===== config.mk =====
export PLATFORM = sky130hd
export DESIGN_NAME = rocketcpu_param_smoother_flat
export DESIGN_NICKNAME = d
export VERILOG_FILES = /design/src/rtl/rocketcpu_param_smoother_if.sv /design/src/rtl/rocketcpu_param_smoother.sv /design/src/flat_wrapper.sv
export SDC_FILE = /design/constraint.sdc
export NUM_CORES = 1
export LEC_CHECK = 0
export CAP_MARGIN = 20
export CORE_AREA = 4 4 404 406
export DETAILED_ROUTE_END_ITERATION = 6
export DIE_AREA = 0 0 408 410
export HOLD_SLACK_MARGIN = 0.06
export SLEW_MARGIN = 20
export SYNTH_ARGS = -nofsm -noshare
export SYNTH_HDL_FRONTEND = slang
export SYNTH_SLANG_ARGS = --single-unit

===== constraint.sdc =====
create_clock -name i_wb_clk -period 9.47 [get_ports i_wb_clk]
set_input_delay 1.894 -clock i_wb_clk [delete_from_list [all_inputs] [get_ports i_wb_clk]]
set_output_delay 1.894 -clock i_wb_clk [all_outputs]
set_load 0.1 [all_outputs]

===== src/rtl/rocketcpu_param_smoother_if.sv =====
// Parameter-smoother bus: sample tick, flattened targets in, smoothed values and status out.
// The i_snap lane exists only when PARAM_SMOOTHER_SNAP_EN is defined.
interface rocketcpu_param_smoother_if #(
    parameter int unsigned CHANNELS = 16,
    parameter int unsigned WIDTH    = 32
);
    logic                        i_sample_tick;
    logic [CHANNELS*WIDTH-1:0]   i_target;
    logic [CHANNELS*WIDTH-1:0]   o_value;
    logic                        o_busy;
    logic                        o_update;
    logic                        o_overrun;
`ifdef PARAM_SMOOTHER_SNAP_EN
    logic [CHANNELS-1:0]         i_snap;

    modport master (output i_sample_tick, i_target, i_snap,
                    input  o_value, o_busy, o_update, o_overrun);
    modport slave  (input  i_sample_tick, i_target, i_snap,
                    output o_value, o_busy, o_update, o_overrun);
`else
    modport master (output i_sample_tick, i_target,
                    input  o_value, o_busy, o_update, o_overrun);
    modport slave  (input  i_sample_tick, i_target,
                    output o_value, o_busy, o_update, o_overrun);
`endif
endinterface


===== src/rtl/rocketcpu_param_smoother.sv =====
// Per-sample one-pole smoother for CPU-written audio parameters; one shared
// subtract/shift/add unit is swept across the channels. Optional per-channel bypass: PARAM_SMOOTHER_SNAP_EN.
module rocketcpu_param_smoother #(
    parameter int unsigned CHANNELS = 16,
    parameter int unsigned WIDTH    = 32,
    parameter int unsigned SHIFT    = 4
) (
    input  logic                          i_wb_clk,
    input  logic                          reset,
    rocketcpu_param_smoother_if.slave     bus
);
    localparam int unsigned IDX_W = (CHANNELS > 1) ? $clog2(CHANNELS) : 1;

    localparam logic [0:0] ST_IDLE  = 1'b0;
    localparam logic [0:0] ST_SWEEP = 1'b1;

    logic [0:0]       state_q, state_d;
    logic [IDX_W-1:0] idx_q, idx_d;
    logic             pending_q, pending_d;
    logic             update_q, update_d;
    logic             overrun_q, overrun_d;
    logic             wr_en;
    logic [WIDTH-1:0] value_q [CHANNELS];

    logic [WIDTH-1:0]        cur, tgt, new_val;
    logic signed [WIDTH:0]   diff, step, sum;
    logic                    last;

    // Shared datapath: operands are muxed from the channel under the index.
    always_comb begin
        cur  = value_q[idx_q];
        tgt  = bus.i_target[32'(idx_q)*WIDTH +: WIDTH];
        diff = $signed({1'b0, tgt}) - $signed({1'b0, cur});
        step = diff >>> SHIFT;
        // A zero step on a nonzero difference would stall short of the target.
        if (step == '0 && diff != '0)
            step = diff[WIDTH] ? '1 : (WIDTH+1)'(1);
        sum     = $signed({1'b0, cur}) + step;
        new_val = sum[WIDTH-1:0];
`ifdef PARAM_SMOOTHER_SNAP_EN
        if (bus.i_snap[idx_q])
            new_val = tgt;
`endif
    end

    assign last = (idx_q == IDX_W'(CHANNELS - 1));

    always_comb begin
        state_d   = state_q;
        idx_d     = idx_q;
        pending_d = pending_q;
        overrun_d = overrun_q;
        update_d  = 1'b0;
        wr_en     = 1'b0;
        case (state_q)
            ST_IDLE: begin
                if (bus.i_sample_tick) begin
                    state_d = ST_SWEEP;
                    idx_d   = '0;
                end
            end
            ST_SWEEP: begin
                wr_en = 1'b1;
                if (bus.i_sample_tick && pending_q)
                    overrun_d = 1'b1;
                if (last) begin
                    update_d  = 1'b1;
                    idx_d     = '0;
                    pending_d = 1'b0;
                    // A tick on the final channel cycle chains the next sweep directly.
                    state_d   = (pending_q || bus.i_sample_tick) ? ST_SWEEP : ST_IDLE;
                end else begin
                    idx_d = idx_q + IDX_W'(1);
                    if (bus.i_sample_tick)
                        pending_d = 1'b1;
                end
            end
            default: state_d = ST_IDLE;
        endcase
    end

    always_ff @(posedge i_wb_clk) begin
        if (reset) begin
            state_q   <= ST_IDLE;
            idx_q     <= '0;
            pending_q <= 1'b0;
            update_q  <= 1'b0;
            overrun_q <= 1'b0;
            for (int k = 0; k < int'(CHANNELS); k++)
                value_q[k] <= '0;
        end else begin
            state_q   <= state_d;
            idx_q     <= idx_d;
            pending_q <= pending_d;
            update_q  <= update_d;
            overrun_q <= overrun_d;
            if (wr_en)
                value_q[idx_q] <= new_val;
        end
    end

    for (genvar g = 0; g < int'(CHANNELS); g++) begin : g_out
        assign bus.o_value[g*WIDTH +: WIDTH] = value_q[g];
    end

    assign bus.o_busy    = (state_q == ST_SWEEP);
    assign bus.o_update  = update_q;
    assign bus.o_overrun = overrun_q;
endmodule


===== src/flat_wrapper.sv =====
// flat-port wrapper written by rule: the top's interface ports become plain ports
module rocketcpu_param_smoother_flat 
#(
    parameter int unsigned CHANNELS = 16,
    parameter int unsigned WIDTH    = 32,
    parameter int unsigned SHIFT    = 4
)
  (i_wb_clk, reset, bus_i_sample_tick, bus_i_target, bus_o_value, bus_o_busy, bus_o_update, bus_o_overrun);
  rocketcpu_param_smoother_if #(.CHANNELS(CHANNELS), .WIDTH(WIDTH)) bus_i ();
  input  logic i_wb_clk;
  input  logic reset;
  input wire logic [$bits(bus_i.i_sample_tick)-1:0] bus_i_sample_tick;
  input wire logic [$bits(bus_i.i_target)-1:0] bus_i_target;
  output wire logic [$bits(bus_i.o_value)-1:0] bus_o_value;
  output wire logic [$bits(bus_i.o_busy)-1:0] bus_o_busy;
  output wire logic [$bits(bus_i.o_update)-1:0] bus_o_update;
  output wire logic [$bits(bus_i.o_overrun)-1:0] bus_o_overrun;
  assign bus_i.i_sample_tick = bus_i_sample_tick;
  assign bus_i.i_target = bus_i_target;
  assign bus_o_value = bus_i.o_value;
  assign bus_o_busy = bus_i.o_busy;
  assign bus_o_update = bus_i.o_update;
  assign bus_o_overrun = bus_i.o_overrun;
  rocketcpu_param_smoother #(.CHANNELS(CHANNELS), .WIDTH(WIDTH), .SHIFT(SHIFT)) u_core (.i_wb_clk(i_wb_clk), .reset(reset), .bus(bus_i));
endmodule

==> qor.csv, run 1 <==
stage;metric;value;unit
cells_and_area;area_delta_synth_final;51.80;%
global_route;grt_pass1_vias;25587;
sta;period_share;94.88;%
sta;final-setup-viol-count;0;
cells_and_area;drive_gt1_share;18.80;%
sta;max_slew.worst_pin.slew;1.177;ns
sta;fin_skew;0.03188;ns
synth;synth_area;29390;sq um
synth;synth_edf_count;512;
sta;setup_tns;0;ns
synth;syn-num-nets;2710;
synth;postSynthAreaPerCell;13.83;sq um
setup_path;worstSetupStartpointType;input pin;
placed_design;io_buffers;1029;
pwr;comb_power_share;53.0;%
pwr;clock_power_share;20.4;%
setup_path;cp_max_fo;16;
die;ios;1030;
outcome;status;completed;
clock_tree;post-cts-setup-buffers;0;
drt;route.detailed.drc;0;
sta;maxSlewViolCount;0;
pwr;netSwitchingFraction;46.28;%
synth;syn_inst;2126;
flow_run;max-cap-violations;0;
clock_tree;cts_buffer_depth;3;
clock_tree;ctsResizeCount;0;
drt;antenna_left;0;
pwr;p_sw;0.004789;W
setup_path;crit_family;compound AO/OA/AOI/OAI gates;
clock_tree;htreeDepth;2;
drt;drtPass1Iterations;6;
die;die_x;408;um
pwr;power_per_cell_area;231.9;nW/um^2
die;initial_core_util;18.39;%
setup_path;arrival;9.44;ns
drt;first_iter_violations;2679;
global_route;grt_pass1_wl;235600;um
global_route;grt_usage;20.49;%
die;die-area;167300;sq um
synth;synth_top_area_cell;edfxtp_1;
placed_design;hpwl;139600;um
cells_and_area;stdcell_area;44620;sq um
clock_tree;clk_pin_slew;0.07;ns
clock_tree;numCtsBuffers;53;
synth;async_flop_share;0;%
die;rows;147;
synth;seq_area_frac_synth;53.12;%
sta;holdWs;0.4995;ns
die;core;159800;sq um
setup_path;path_class;in2reg;
synth;synth_warnings;0;
sta;slew_headroom;21.28;%
drt;vias_per_cell;4.733;
pwr;seq_power_share;26.7;%
setup_path;crit_required;9.92;ns
clock_tree;cts_root_buf;clkbuf_16;
setup_path;max_stage_delay;0.60;ns
drt;vias;25073;
clock_tree;cts_hold_buf;0;
die;die-height;410;um
setup_path;r2r_slack;0.91;ns
sta;fin_crit;8.985;ns
synth;synth_area_leaders;edfxtp_1 (52%), mux4_2 (24%), nor2_1 (6.8%);
global_route;grt_max_degree;50;
clock_tree;cts_tree;yes;
placed_design;placed_cell_area;42940;sq um
placed_design;dp_slack;-0.1660;ns
global_route;overflow;0;
clock_tree;clk_latency;0.63;ns
synth;ys.flop_type;edfxtp_1;
synth;synth_top_area_share;52.30;%
cells_and_area;nets;3753;
drt;routedWlPerCell;33.95;um
hold_path;hp-class;reg2reg;
synth;synth_cell_types;68;
setup_path;slowest_stage;mux4_2;
drt;wirelength;179900;um
pwr;ir_drop;0.1947;mV
pwr;intPower;0.005559;W
synth;ys_seq_elements;524;
clock_tree;cts_sinks;524;
setup_path;worstSetupEndpointType;flip-flop;
placed_design;gp_congestion;0.9806;
sta;layout_setup_ws;0.4846;ns
global_route;antenna_found_initial;23;
pwr;leakagePower;15.28;nW
sta;clock.fmax;111.3;MHz
sta;finalHoldViolations;0;
setup_path;path_buf_inv;3;
sta;grt_setup_unrepaired;no;
sequential cells by signal (all words and copies together) (netlist names), named ones only:
| signal | count |
|---|---|
| u_core.bus.o_busy | 1 |
| u_core.bus.o_overrun | 1 |
| u_core.bus.o_update | 1 |
| u_core.idx_q | 4 |
| u_core.pending_q | 1 |
| u_core.value_q | 512 |
worst paths after layout:
check                                     start                             endpoint  depth (start not counted)
hold reg to reg   u_core.pending_q$_SDFFE_PP0P_        u_core.pending_q$_SDFFE_PP0P_                          2
setup reg to reg   u_core.idx_q[0]$_SDFFE_PP0N_  u_core.value_q[0][31]$_SDFFCE_PN0P_                         26
hold / removal    u_core.pending_q$_SDFFE_PP0P_        u_core.pending_q$_SDFFE_PP0P_                          2
setup / recovery               bus_i_target[98]  u_core.value_q[0][31]$_SDFFCE_PN0P_                         25
power groups by stage:
| stage | registers [W] | logic [W] | clock network (W) |
|---|---|---|---|
| after floorplan | 0.00352 | 0.00221 | 0 |
| after detailed placement | 0.00281 | 0.00546 | 0 |
| after global placement | 0.00281 | 0.00546 | 0 |
| final | 0.00276 | 0.00548 | 0.00211 |
| after CTS | 0.00276 | 0.00549 | 0.00215 |
| after global routing | 0.00277 | 0.00579 | 0.00223 |
final cells by class:
class | instances | area [sq um]
Sequential cell | 524 | 15640
Timing Repair Buffer | 1160 | 11430
Fill cell | 16388 | 115200
Antenna cell | 5 | 12.51
Tap cell | 2086 | 2610
Multi-Input combinational cell | 1370 | 13040
Clock inverter | 31 | 295.3
Inverter | 60 | 225.2
Clock buffer | 62 | 1360
placed cells by master (no fill, tap or decap), drive strengths merged, types with 12 or more instances in the layout:
master / Yosys / final
a21o: 17 / 17
inv: 60 / 64
xor2: 21 / 21
nor3: 37 / 37
edfxtp: 512 / 512
nand2: 50 / 50
buf: 28 / 156
nand3: 16 / 16
clkinv: 0 / 19
a21oi: 65 / 65
dfxtp: 12 / 12
mux4: 319 / 319
and3: 12 / 12
nand2b: 21 / 21
xnor2: 24 / 24
ha: 67 / 67
nor2: 532 / 532
clkbuf: 144 / 62
clkdlybuf4s50: 0 / 1004
o21ai: 34 / 34
cell usage after synthesis (12+ instances only):
cell	instances
nand2_1	50
mux4_2	319
nor3_1	36
a21oi_1	64
ha_1	67
a21o_1	17
o21ai_0	33
inv_1	60
buf_1	26
dfxtp_1	12
clkbuf_1	144
xor2_1	21
nand2b_1	21
nor2_1	532
edfxtp_1	512
nand3_1	16
and3_1	12
xnor2_1	24
cells by family (layout without fill, tap and decap cells):
| logic type | Yosys count | count (layout) | share of synthesized area (%) |
|---|---|---|---|
| flip-flops | 524 | 524 | 53.12 |
| adder cells (fa/ha/maj) | 69 | 69 | 2.988 |
| AND/OR/NAND/NOR | 725 | 725 | 10.36 |
| other | 0 | 5 | 0 |
| buffers and inverters | 232 | 1313 | 2.980 |
| AO/OA/AOI/OAI | 208 | 208 | 4.623 |
| multiplexers | 323 | 323 | 24.58 |
| XOR/XNOR | 45 | 45 | 1.341 |
routing by layer:
| metal | global-route usage [%] | wire length (um) |
|---|---|---|
| met5 | 0 | 24 |
| met4 | 6.658 | 7056 |
| met3 | 4.875 | 13980 |
| met2 | 36.67 | 91180 |
| met1 | 24.09 | 67640 |
worst min-delay path: stages, from the launching register on:
cell and delay (ns):
dfxtp_1 0.35, a21oi_1 0.05, nor2_1 0.07
metrics by stage:
step	power (W)	util [%]	instances
6_report	0.01035	27.92	5298
4_1_cts	0.01040	27.90	5292
5_1_grt	0.01078	27.91	5294
3_3_place_gp	0.008269	26.87	5199
3_5_place_dp	0.008267	26.87	5199
2_1_floorplan	0.005736	-	2126
(Power assumes the default switching activity.)
==> run 2: changes to the inputs <==
Clock period 9.47 ns to 9.5 ns, I/O delays scaled along.
==> run 2 against run 1 <==
  * Global-route usage is essentially flat
  * Sequential share of layout area fell by 0.12 points
  * Die area unchanged
  * Critical path type unchanged
==> qor.csv, run 2 (synthesis results as in run 1) <==
stage;metric;value;unit;change
outcome;status;completed;;unchanged
hold_path;hp-class;reg2reg;;unchanged
clock_tree;numCtsBuffers;54;;was 53
setup_path;crit_required;9.95;ns;was 9.92 ns
cells_and_area;reg_top3;u_core.value_q: 512 flops, u_core.idx_q: 4 flops;;unchanged
drt;antenna_left;0;;unchanged
drt;vias;25108;;was 25.07k
clock_tree;cts_buffer_depth;3;;unchanged
setup_path;slowest_stage;mux4_2;;unchanged
drt;first_iter_violations;2423;;was 2679
pwr;power_per_cell_area;231.8;nW/um^2;was 231.9 nW/um^2
die;die_x;408;um;unchanged
sta;final-setup-viol-count;0;;unchanged
sta;clock.fmax;111.1;MHz;
cells_and_area;nets;3756;;was 3753
drt;route.detailed.drc;0;;unchanged
drt;drtPass1Iterations;5;;was 6
cells_and_area;fin_cells;5311;;was 5298
clock_tree;cts_sinks;524;;unchanged
drt;wirelength;178600;um;was 179900 um
cells_and_area;stdcell_area;44770;sq um;was 44620 sq um
placed_design;io_buffers;1029;;unchanged
setup_path;arrival;9.46;ns;was 9.44 ns
pwr;leakagePower;15.34;nW;was 15.28 nW
cells_and_area;layout_commonest_cell;clkdlybuf4s50_1;;unchanged
placed_design;hpwl;139000;um;was 139600 um
sta;slew_headroom;22.14;%;was 21.28%
setup_path;worstSetupEndpointType;flip-flop;;unchanged
sta;fin_skew;0.03696;ns;was 0.03188 ns
placed_design;dpl.cell_count;5202;;was 5199
die;rows;147;;unchanged
pwr;ir_drop;0.1987;mV;was 0.1947 mV
clock_tree;cts_root_buf;clkbuf_16;;unchanged
cells_and_area;area_delta_synth_final;52.32;%;was 51.80%
sta;grt_setup_unrepaired;no;;unchanged
cells_and_area;drive_gt1_share;18.86;%;was 18.80%
sta;maxSlewViolCount;0;;unchanged
cells_and_area;largest_register_ffs;512;;unchanged
global_route;grt_pass1_wl;236600;um;was 235600 um
clock_tree;cts_hold_buf;0;;unchanged
clock_tree;clk_latency;0.64;ns;was 0.63 ns
global_route;overflow;0;;unchanged
global_route;grt_usage;20.48;%;was 20.49%
global_route;grt_pass1_vias;26065;;was 25.59k
drt;routedWlPerCell;33.63;um;was 33.95 um
die;ios;1030;;unchanged
die;die-height;410;um;unchanged
die;initial_core_util;18.39;%;unchanged
flow_run;max-cap-violations;0;;unchanged
clock_tree;clk_pin_slew;0.08;ns;was 0.07 ns
global_route;antenna_found_initial;16;;was 23
sta;finalHoldViolations;0;;unchanged
global_route;grt_max_degree;48;;was 50
sta;period_share;94.78;%;
drt;vias_per_cell;4.728;;was 4.733
cells_and_area;layout_common_cells;clkdlybuf4s50_1 (1005), nor2_1 (532), edfxtp_1 (512), mux4_2 (319), buf_4 (137);;was clkdlybuf4s50_1 (1004), nor2_1 (532), edfxtp_1 (512), mux4_2 (319), buf_4 (137)
setup_path;max_stage_delay;0.58;ns;was 0.60 ns
setup_path;path_buf_inv;3;;unchanged
setup_path;path_class;in2reg;;unchanged
placed_design;gp_congestion;0.9632;;was 0.9806
clock_tree;ctsResizeCount;0;;unchanged
setup_path;crit_family;compound AO/OA/AOI/OAI gates;;unchanged
placed_design;placed_cell_area;42990;sq um;was 42940 sq um
sta;max_slew.worst_pin.slew;1.164;ns;was 1.177 ns
cells_and_area;fin_util;28.01;%;was 27.92%
clock_tree;cts_tree;yes;;unchanged
clock_tree;htreeDepth;2;;unchanged
clock_tree;post-cts-setup-buffers;0;;unchanged
sta;fin_crit;9.004;ns;
die;die-area;167300;sq um;unchanged
die;core;159800;sq um;unchanged
setup_path;worstSetupStartpointType;input pin;;unchanged
setup_path;cp_max_fo;16;;unchanged
cells_and_area;largest-register;u_core.value_q;;unchanged
run 2: cell type report:
class	count	area [sq um]
Sequential cell	524	15640
Multi-Input combinational cell	1370	13060
Tap cell	2086	2610
Fill cell	16292	115100
Clock buffer	64	1389
Timing Repair Buffer	1162	11470
Antenna cell	7	17.52
Clock inverter	38	364.1
Inverter	60	225.2
run 2: worst paths after layout:
kind / start / end / slack [ns] / cells after the start
worst max-delay path: bus_i_target[98] / u_core.value_q[1][31]$_SDFFCE_PN0P_ / 0.50 / 25
worst min-delay path: u_core.pending_q$_SDFFE_PP0P_ / u_core.pending_q$_SDFFE_PP0P_ / 0.51 / 2
worst max register to register: flip-flop / u_core.value_q[1][31]$_SDFFCE_PN0P_ / 0.98 / 26
worst min register to register: u_core.pending_q$_SDFFE_PP0P_ / u_core.pending_q$_SDFFE_PP0P_ / 0.51 / 2
run 2: worst register-to-register path, cell delays in order, from the launching register on:
cell and delay [ns]:
dfxtp_4 0.71, buf_4 0.44, mux4_2 0.58, mux4_2 0.64, inv_1 0.12, ha_1 0.27, nor2b_1 0.18, o31a_1 0.30
nor3_2 0.20, o21ai_1 0.17, a21boi_0 0.49, xnor2_1 0.18, or4_1 0.54, or4_1 0.43, o41ai_2 0.24, ha_1 0.27
buf_4 0.14, a211oi_1 0.08, o21ai_0 0.18, o2111ai_1 0.18, o31ai_1 0.30, buf_4 0.19, a31oi_1 0.19, o311ai_0 0.39
o211ai_1 0.19, and3_1 0.47, nor3_1 0.30
run 2: stage by stage:
| step | hold slack (ns) | total power, W | setup slack [ns] | TNS [ns] |
|---|---|---|---|---|
| detailed placement | 0.4882 | 0.008256 | -0.08890 | -0.9216 |
| CTS | 0.5017 | 0.01043 | 0.5589 | 0 |
| finish | 0.5086 | 0.01038 | 0.4963 | 0 |
| global route | 0.5701 | 0.01083 | 0.04376 | 0 |
| global placement | 0.4778 | 0.008263 | -0.1195 | -1.933 |
| floorplan | 0.4530 | 0.005718 | 1.224 | 0 |
run 2: power breakdown:
group | switching [W] | internal [W] | total [W]
Sequential | 0.0000962 | 0.00265 | 0.00275
Clock | 0.000975 | 0.00119 | 0.00217
Combinational | 0.00370 | 0.00176 | 0.00547
run 2: metal layers:
layer / track usage [%] / vias up / wire, um / share of wire, %
met5: 0 / - / 25 / 0.014
met4: 7.866 / 4 / 8361 / 4.7
met3: 5.656 / 281 / 14620 / 8.2
met2: 36.19 / 1459 / 89660 / 50
met1: 23.51 / 13054 / 65970 / 37
li1: - / 10310 / - / -
==> run 3: changes to the inputs <==
==> constraint.sdc (replaced) <==
create_clock -name i_wb_clk -period 9.5 [get_ports i_wb_clk]
set_input_delay 1.9 -clock i_wb_clk [delete_from_list [all_inputs] [get_ports i_wb_clk]]
set_output_delay 1.9 -clock i_wb_clk [all_outputs]
set_load 0.05 [all_outputs]
==> run 3 against run 2 <==
  * Sequential share of layout area about the same
  * Cell count is 0.21% lower
  * Largest power group unchanged
  * Combinational power shrank 7.1%
==> qor.csv, run 3 (synthesis results as in run 1) <==
stage;metric;value;unit;change
cells_and_area;largest_register_ffs;512;;unchanged
clock_tree;cts_hold_buf;0;;unchanged
clock_tree;numCtsBuffers;55;;was 54
sta;maxSlewViolCount;0;;unchanged
clock_tree;post-cts-setup-buffers;0;;unchanged
sta;fin_skew;0.07842;ns;was 0.03696 ns
placed_design;io_buffers;1029;;unchanged
drt;vias;25231;;was 25.11k
sta;max_slew.worst_pin.slew;1.062;ns;was 1.164 ns
outcome;status;completed;;unchanged
global_route;grt_pass1_vias;25839;;was 26.07k
clock_tree;clk_latency;0.67;ns;was 0.64 ns
setup_path;worstSetupEndpointType;flip-flop;;unchanged
hold_path;hp-class;reg2reg;;unchanged
sta;finalHoldViolations;0;;unchanged
setup_path;crit_required;9.95;ns;about the same
drt;drtPass1Iterations;5;;unchanged
drt;routedWlPerCell;33.66;um;was 33.63 um
pwr;netSwitchingFraction;44.14;%;was 45.99%
cells_and_area;area_delta_synth_final;52.36;%;was 52.32%
drt;vias_per_cell;4.761;;was 4.728
cells_and_area;drive_gt1_share;17.95;%;was 18.86%
sta;final-setup-viol-count;0;;unchanged
cells_and_area;layout_common_cells;clkdlybuf4s50_1 (1029), nor2_1 (532), edfxtp_1 (512), mux4_2 (319), buf_4 (107);;was clkdlybuf4s50_1 (1005), nor2_1 (532), edfxtp_1 (512), mux4_2 (319), buf_4 (137)
placed_design;hpwl;138500;um;was 139000 um
cells_and_area;nets;3749;;was 3756
cells_and_area;fin_util;28.02;%;was 28.01%
global_route;grt_max_degree;47;;was 48
pwr;p_sw;0.004429;W;was 0.004774 W
drt;antenna_left;0;;unchanged
pwr;leakagePower;15.27;nW;was 15.34 nW
global_route;grt_usage;20.36;%;was 20.48%
pwr;seq_power_share;27.4;%;was 26.5%
die;core;159800;sq um;unchanged
die;ios;1030;;unchanged
clock_tree;cts_buffer_depth;3;;unchanged
global_route;overflow;0;;unchanged
global_route;grt_pass1_wl;235300;um;was 236600 um
cells_and_area;reg_top3;u_core.value_q: 512 flops, u_core.idx_q: 4 flops;;unchanged
cells_and_area;largest-register;u_core.value_q;;unchanged
clock_tree;clk_pin_slew;0.06;ns;was 0.08 ns
pwr;ir_drop;0.1854;mV;was 0.1987 mV
placed_design;placed_cell_area;42960;sq um;was 42990 sq um
global_route;antenna_found_initial;16;;unchanged
hold_path;min_from;u_core.pending_q$_SDFFE_PP0P_;;unchanged
clock_tree;cts_root_buf;clkbuf_16;;unchanged
setup_path;path_class;in2reg;;unchanged
die;rows;147;;unchanged
flow_run;max-cap-violations;0;;unchanged
setup_path;crit_path_start;bus_i_target[98];;unchanged
setup_path;worstSetupStartpointType;input pin;;unchanged
clock_tree;cts_sinks;524;;unchanged
sta;fin_crit;8.808;ns;was 9.004 ns
pwr;clock_power_share;21.9;%;was 20.9%
setup_path;arrival;9.26;ns;was 9.46 ns
die;die-height;410;um;unchanged
clock_tree;htreeDepth;2;;unchanged
cells_and_area;final-seq-area;15640;sq um;unchanged
placed_design;gp_congestion;0.9582;;was 0.9632
cells_and_area;n_fill_cell;16414;;was 16.29k
cells_and_area;stdcell_area;44790;sq um;was 44770 sq um
sta;period_share;92.72;%;was 94.78%
sta;clock.fmax;113.5;MHz;was 111.1 MHz
setup_path;cp_max_fo;16;;unchanged
pwr;intPower;0.005606;W;about the same
pwr;power_per_cell_area;224.1;nW/um^2;was 231.8 nW/um^2
clock_tree;cts_tree;yes;;unchanged
sta;grt_setup_unrepaired;no;;unchanged
die;initial_core_util;18.39;%;unchanged
drt;first_iter_violations;2368;;was 2423
drt;wirelength;178400;um;was 178600 um
die;die_x;408;um;unchanged
pwr;comb_power_share;50.7;%;was 52.7%
drt;route.detailed.drc;0;;unchanged
clock_tree;ctsResizeCount;0;;unchanged
die;die-area;167300;sq um;unchanged
sta;slew_headroom;29.17;%;was 22.14%
cells_and_area;layout_commonest_cell;clkdlybuf4s50_1;;unchanged
cells_and_area;multi_input_comb_area;13040;sq um;was 13060 sq um
## run 3: cell count changes in the layout (fill, tap and decap cells not counted), moves of 2 or more
| cell | change |
|---|---|
| buf_4 | -30 |
| clkinv_1 | -4 |
| clkbuf_1 | +2 |
| diode_2 | -2 |
| buf_12 | -2 |
| inv_6 | -2 |
| clkdlybuf4s50_1 | +24 |
## run 3: power groups by stage
stage,Combinational (W),Sequential (W),Clock (W)
2_1_floorplan,0.00221,0.00312,0
3_3_place_gp,0.00504,0.00280,0
3_5_place_dp,0.00505,0.00280,0
4_1_cts,0.00507,0.00275,0.00223
5_1_grt,0.00537,0.00276,0.00232
6_report,0.00508,0.00275,0.00220
## run 3: stage by stage
step                setup TNS [ns]  std cells  worst slack (ns)  hold slack, ns  total power (W)
detailed placement         -0.6415       5193          -0.07424          0.5022         0.007845
floorplan                        0       2126             1.224          0.4530         0.005325
finish                           0       5300            0.6918          0.5259          0.01004
CTS                              0       5294            0.6155          0.5178          0.01005
global route                     0       5295            0.2263          0.5649          0.01045
global placement           -0.6489       5193          -0.05249          0.4782         0.007833
## run 3: per-layer routing
metal	wire [um]	track usage, %
met3	16060	5.641
met5	18	0
met1	65010	23.33
met4	7128	7.017
met2	90180	36.40
## run 3: worst max-delay path, stage by stage
cell and delay, ns:
clkdlybuf4s50_1 0.48, mux4_2 0.58, mux4_2 0.52, ha_1 0.35, nor2b_1 0.18, o31ai_1 0.51
a211oi_1 0.15, nor3_1 0.28, xnor2_1 0.14, a2111oi_0 0.44, nand4bb_1 0.17, or4_1 0.50
o41ai_2 0.29, ha_1 0.28, a211oi_1 0.13, o21ai_0 0.19, o2111ai_1 0.18, o31ai_1 0.27
buf_4 0.18, a31oi_1 0.17, o311ai_0 0.39, o211ai_1 0.19, and3_1 0.48, nor3_1 0.29
## run 3: worst paths after layout
path	end	depth (start not counted)	slack (ns)
worst min register to register	u_core.pending_q$_SDFFE_PP0P_	2	0.53
worst min-delay path	u_core.pending_q$_SDFFE_PP0P_	2	0.53
worst max register to register	u_core.value_q[0][31]$_SDFFCE_PN0P_	25	1.17
worst max-delay path	u_core.value_q[0][31]$_SDFFCE_PN0P_	24	0.69
## run 3: final cells by class
type,instances,share of cell area (%)
antenna,5,0.02794
clock buffer,67,3.174
clock inverter,34,0.8381
inverter,60,0.5029
multi-input combinational,1370,29.12
sequential,524,34.92
tap,2086,5.828
timing repair buffer,1154,25.58
